**src/rtl/instruction_encoder.sv**
```systemverilog
// Packs field-level RV32I descriptors into instruction words, range-checks the
// immediate, tags each word with a sequential address and buffers it in a 2-entry queue.
module instruction_encoder #(
  parameter logic [31:0] BASE_ADDR = 32'h0000_0000
) (
  input  logic        clk,
  input  logic        rst_n,
  input  logic        restart,
  input  logic        clr_err,
  input  logic        in_valid,
  output logic        in_ready,
  input  logic [2:0]  in_type,
  input  logic [6:0]  in_opcode,
  input  logic [4:0]  in_rd,
  input  logic [4:0]  in_rs1,
  input  logic [4:0]  in_rs2,
  input  logic [2:0]  in_funct3,
  input  logic [6:0]  in_funct7,
  input  logic [31:0] in_imm,
  output logic        out_valid,
  input  logic        out_ready,
  output logic [31:0] out_inst,
  output logic [31:0] out_addr,
  output logic        out_err,
  output logic        err_sticky,
  output logic [15:0] inst_count
);

  typedef enum logic [1:0] {OCC_EMPTY, OCC_ONE, OCC_FULL} occ_t;

  occ_t        occ, occ_next;
  logic [31:0] enc_word, raw_word, entry_addr, addr_ctr;
  logic        enc_err, push, pop;
  logic [31:0] tail_inst, tail_addr;
  logic        tail_err;

  // Combinational encode; an out-of-range immediate or bad type yields a NOP.
  always_comb begin
    raw_word = 32'h0000_0013;
    enc_err  = 1'b0;
    case (in_type)
      3'b000: begin
        raw_word = {in_imm[11:0], in_rs1, in_funct3, in_rd, in_opcode};
        enc_err  = !((&in_imm[31:11]) || !(|in_imm[31:11]));
      end
      3'b001: begin
        raw_word = {in_imm[11:5], in_rs2, in_rs1, in_funct3, in_imm[4:0], in_opcode};
        enc_err  = !((&in_imm[31:11]) || !(|in_imm[31:11]));
      end
      3'b010: begin
        raw_word = {in_imm[12], in_imm[10:5], in_rs2, in_rs1, in_funct3,
                    in_imm[4:1], in_imm[11], in_opcode};
        enc_err  = !((&in_imm[31:12]) || !(|in_imm[31:12])) || in_imm[0];
      end
      3'b011: begin
        raw_word = {in_imm[31:12], in_rd, in_opcode};
        enc_err  = |in_imm[11:0];
      end
      3'b100: begin
        raw_word = {in_imm[20], in_imm[10:1], in_imm[11], in_imm[19:12], in_rd, in_opcode};
        enc_err  = !((&in_imm[31:20]) || !(|in_imm[31:20])) || in_imm[0];
      end
      3'b101: raw_word = {in_funct7, in_rs2, in_rs1, in_funct3, in_rd, in_opcode};
      default: enc_err = 1'b1;
    endcase
    enc_word = enc_err ? 32'h0000_0013 : raw_word;
  end

  assign in_ready   = rst_n && (occ != OCC_FULL);
  assign out_valid  = (occ != OCC_EMPTY);
  assign push       = in_valid && in_ready;
  assign pop        = out_valid && out_ready;
  assign entry_addr = restart ? BASE_ADDR : addr_ctr;

  always_comb begin
    occ_next = occ;
    case (occ)
      OCC_EMPTY: if (push) occ_next = OCC_ONE;
      OCC_ONE: begin
        if (push && !pop)      occ_next = OCC_FULL;
        else if (!push && pop) occ_next = OCC_EMPTY;
      end
      OCC_FULL:  if (pop) occ_next = OCC_ONE;
      default:   occ_next = OCC_EMPTY;
    endcase
  end

  always_ff @(posedge clk) begin
    if (!rst_n) begin
      occ        <= OCC_EMPTY;
      out_inst   <= '0;
      out_addr   <= '0;
      out_err    <= 1'b0;
      tail_inst  <= '0;
      tail_addr  <= '0;
      tail_err   <= 1'b0;
      err_sticky <= 1'b0;
      inst_count <= '0;
      addr_ctr   <= BASE_ADDR;
    end else begin
      occ <= occ_next;
      // Head slot drives the outputs directly; the tail slot only feeds the head.
      case (occ)
        OCC_EMPTY: if (push) begin
          out_inst <= enc_word;
          out_addr <= entry_addr;
          out_err  <= enc_err;
        end
        OCC_ONE: begin
          if (push && pop) begin
            out_inst <= enc_word;
            out_addr <= entry_addr;
            out_err  <= enc_err;
          end else if (push) begin
            tail_inst <= enc_word;
            tail_addr <= entry_addr;
            tail_err  <= enc_err;
          end
        end
        OCC_FULL: if (pop) begin
          out_inst <= tail_inst;
          out_addr <= tail_addr;
          out_err  <= tail_err;
        end
        default: ;
      endcase
      if (push) begin
        addr_ctr   <= entry_addr + 32'd4;
        inst_count <= inst_count + 16'd1;
      end else if (restart) begin
        addr_ctr <= BASE_ADDR;
      end
      if (push && enc_err) err_sticky <= 1'b1;
      else if (clr_err)    err_sticky <= 1'b0;
    end
  end

endmodule

```
**config.mk**
```make
export PLATFORM = sky130hd
export DESIGN_NAME = instruction_encoder
export DESIGN_NICKNAME = d
export VERILOG_FILES = /design/src/rtl/instruction_encoder.sv
export SDC_FILE = /design/constraint.sdc
export NUM_CORES = 1
export LEC_CHECK = 0
export BUFFER_PORTS_ARGS = -buffer_cell sky130_fd_sc_hd__buf_4
export CORE_MARGIN = 1.5
export CORE_UTILIZATION = 55
export DETAILED_ROUTE_END_ITERATION = 8
export MAX_ROUTING_LAYER = met4
export PLACE_DENSITY = 0.82
export SKIP_LAST_GASP = 1
export SLEW_MARGIN = 30
export SYNTH_ARGS = -nofsm -noshare
export SYNTH_HDL_FRONTEND = slang
export SYNTH_SLANG_ARGS = --single-unit
```
**constraint.sdc**
```tcl
create_clock -name clk -period 6.9 [get_ports clk]
set_input_delay 1.035 -clock clk [delete_from_list [all_inputs] [get_ports clk]]
set_output_delay 1.035 -clock clk [all_outputs]
set_load 0.02 [all_outputs]
```
==> results by group <==
CTS
  – Clock latency on the worst-skew pair: 440 ps
  – Clock Pin Slew Worst Setup and Hold Paths: 60 ps
  – Cts hold-fix bufs: 0
  – Post-CTS Setup Bufs: 0
  – Root buffer cell: clkbuf_16
  – CTS tree: done
  – H-tree Lvls: 4
  – CTS Buffer Depth: 2
  – Post-CTS sizing: 0
  – TritonCTS buffer count: 17
  – Clk sinks: 181

Setup path
  – R2r startpoint: occ[0]
  – Arr. time, crit path: 4410 ps
  – R2r setup slk: 3670 ps
  – Max incr delay on CP: 630 ps
  – Slowest CP cell: nor2_1
  – Crit start category: primary input
  – WS Path Type: in -> reg
  – CP delay by family, top: simple AND/OR/NAND/NOR gates
  – Worst R2R Path Depth: 8
  – CP bufs+invs: 3
  – R2r endpoint: tail_inst[31]
  – Most frequent CP cell: buf_4
  – Worst EP required: 7220 ps
  – Critical path capture point type: register
  – Worst setup path end: tail_inst[31]
  – Worst setup path start: rst_n
  – CP Cell Sequence: buf_4 > nand2_1 > nor2_1 > ha_1 > and2_1 > buf_4 > nand2_1 > buf_4 > o31ai_1
  – WP depth: 9
  – CP max FO: 78

Yosys
  – Most frequent cell after synthesis: dfxtp_1
  – Post-synthesis adder-cell area fraction: 0.00547
  – Post-synth EDFFs: 0
  – Top FF cell, synth: dfxtp_1
  – Area share of and/or/nand/nor cells after synthesis: 0.276
  – Xor/xnor share of the synthesized area: 0.0354
  – Multiplexer share of the synthesized area: 0.0216
  – Sequential element share of the synthesized area: 0.396
  – Synth area leaders: dfxtp_1, nand2_1, nand3_1
  – Synth Cell Area: 9150 um^2
  – Cell taking the most area after synthesis: dfxtp_1
  – Main combinational cell family by area after synthesis: simple AND/OR/NAND/NOR gates
  – Synth cell count leaders: dfxtp_1, nand2_1, nor2_1
  – Net count after synthesis: 1165
  – Syn. warnings: 0
  – Async SR Flop Fraction: 0
  – #FFs+latches synth: 181
  – Post-synth top area share: 0.396
  – Synth Area in Compound Gates: 0.222
  – Synth Area per Inst: 8.41 um^2
  – Synth Instances: 1088
  – Cell variety after synth: 59

Run status
  – Status: finished, final reports clean

Finish
  – Layout area overhead: 18.6%
  – Nets: 1263
  – Fillers: 1342
  – Multi-input gate area: 5150 um^2
  – Util after Layout: 0.676
  – Layout cells sized above 1: 0.201
  – ANT cells: 0
  – Register area: 3620 um^2

Pwr
  – Worst vdd ir: 0.213 mV
  – P_sw: 638 uW
  – Clk network pwr share: 0.380
  – Internal power: 1.75 mW
  – Sequential power share: 0.466
  – Leakage: 4.46 nW
  – PwrDens: 220 nW/um^2
  – Sw Share: 0.267
  – Combinational fraction of design power: 0.154

Global routing
  – Vias in the first global route: 7882
  – Grt ovf: 0
  – Gr usage total: 0.268
  – Largest net degree at the start of global routing: 110
  – First-pass GRT wire length: 37800 um
  – Antenna violations before repair: 0

Route
  – WL/cell: 16.1 um
  – Antenna violation net count after detailed routing: 0
  – Total Wirelength: 22800 um
  – Via density: 5.93
  – DR vias: 8378
  – DR iter-0 viols: 666
  – DR pass1 iterations: 6
  – # DRC: 0

Floorplan
  – Std cell rows: 46
  – Full die area: 17400 um^2
  – Initial Utilization: 0.570
  – Core area: 16100 um^2
  – Die span in y: 132 um
  – IO Pins: 157
  – Die W: 132 um

STA
  – Rel. slew slack: 0.362
  – RSZ-0062 raised after global routing: false
  – Tightest Pin Transition: 956 ps
  – Final Cycle Share: 0.592
  – Fin crit period: 4080 ps
  – Clk_skew: 11.2 ps
  – Max Freq: 245 MHz
  – Slew Limit Fails: 0
  – Fin. Hold Viols: 0
  – Final setup TNS: 0 ps
  – Endpoints failing setup: 0

Worst hold path
  – Hold Path Class: reg -> reg

Job
  – Maxcap violations: 0

Place
  – Post-DP HPWL: 14800 um
  – Placer Congestion: 0.852
  – Port-buffer cells: 156
==> worst min-delay path by stage <==
stage	from	end	slack, ps	cells past startpoint
after floorplan	tail_addr[10]	tail_addr[10]	440	2
after global placement	tail_addr[4]	tail_addr[4]	450	2
after detailed placement	tail_addr[14]	tail_addr[14]	460	2
after CTS	tail_addr[14]	tail_addr[14]	470	2
after global routing	tail_addr[20]	tail_addr[20]	480	2
final	tail_addr[14]	tail_addr[14]	460	2
==> cell families (layout without fill, tap and decap cells) <==
logic type / Yosys count / count (layout)
simple gates: 491 / 491
compound gates: 265 / 265
flops: 181 / 181
buf+inv: 91 / 201
xor+xnor: 37 / 37
mux: 19 / 19
fa+ha+maj: 4 / 4
==> tightest hold or removal path: stages, from the launching register on <==
cell and delay (ps):
dfxtp_1 310, nand2_1 50, a21boi_0 60
==> cell usage in the layout (no fill, tap or decap), drive strengths merged, types with 31 or more instances in the layout <==
| master | n |
|---|---|
| a21oi | 53 |
| o21ai | 31 |
| dfxtp | 181 |
| a21boi | 35 |
| and2 | 43 |
| nor3 | 32 |
| nor2b | 38 |
| buf | 165 |
| nand3 | 74 |
| o211a | 32 |
| nand2 | 145 |
| nor2 | 78 |
==> power groups by stage <==
stage / clock network [mW] / registers (mW) / logic, mW
after CTS: 0.915 / 1.11 / 0.364
after global placement: 0 / 1.13 / 0.358
after global routing: 0.959 / 1.12 / 0.395
after floorplan: 0 / 1.17 / 0.189
after detailed placement: 0 / 1.13 / 0.363
final: 0.906 / 1.11 / 0.366
==> per-stage QoR <==
| stage | area (um^2) | setup slack, ps | total power, mW | cells | hold WS (ps) |
|---|---|---|---|---|---|
| after global placement | 10300 | 2540 | 1.49 | 1383 | 451 |
| final | 10900 | 2820 | 2.38 | 1414 | 464 |
| after detailed placement | 10300 | 2400 | 1.50 | 1383 | 458 |
| after CTS | 10800 | 2830 | 2.39 | 1414 | 467 |
| after floorplan | 9150 | 4040 | 1.36 | 1088 | 444 |
| after global routing | 10900 | 2520 | 2.47 | 1414 | 485 |
==> state kept, by name, summed over array words and instances (netlist names) <==
name        cells
addr_ctr       32
inst_count     16
tail_inst      32
out_addr       32
out_inst       32
err_sticky      1
out_err         1
occ             2
tail_err        1
tail_addr      32
==> metal layers <==
| layer | share of wire | GRT usage |
|---|---|---|
| met1 | 0.46 | 0.353 |
| met2 | 0.46 | 0.418 |
| met3 | 0.062 | 0.0388 |
| met4 | 0.020 | 0.0957 |
| met5 | 0 | - |
==> cell type report <==
class / instances / share of cell area
flip-flops and latches: 181 / 0.334
clock inverters: 8 / 0.00715
multi-input cells: 816 / 0.475
inverters: 5 / 0.00173
clock buffers: 23 / 0.0431
well taps: 216 / 0.0249
repair buffers: 165 / 0.114
(Power assumes the default switching activity.)
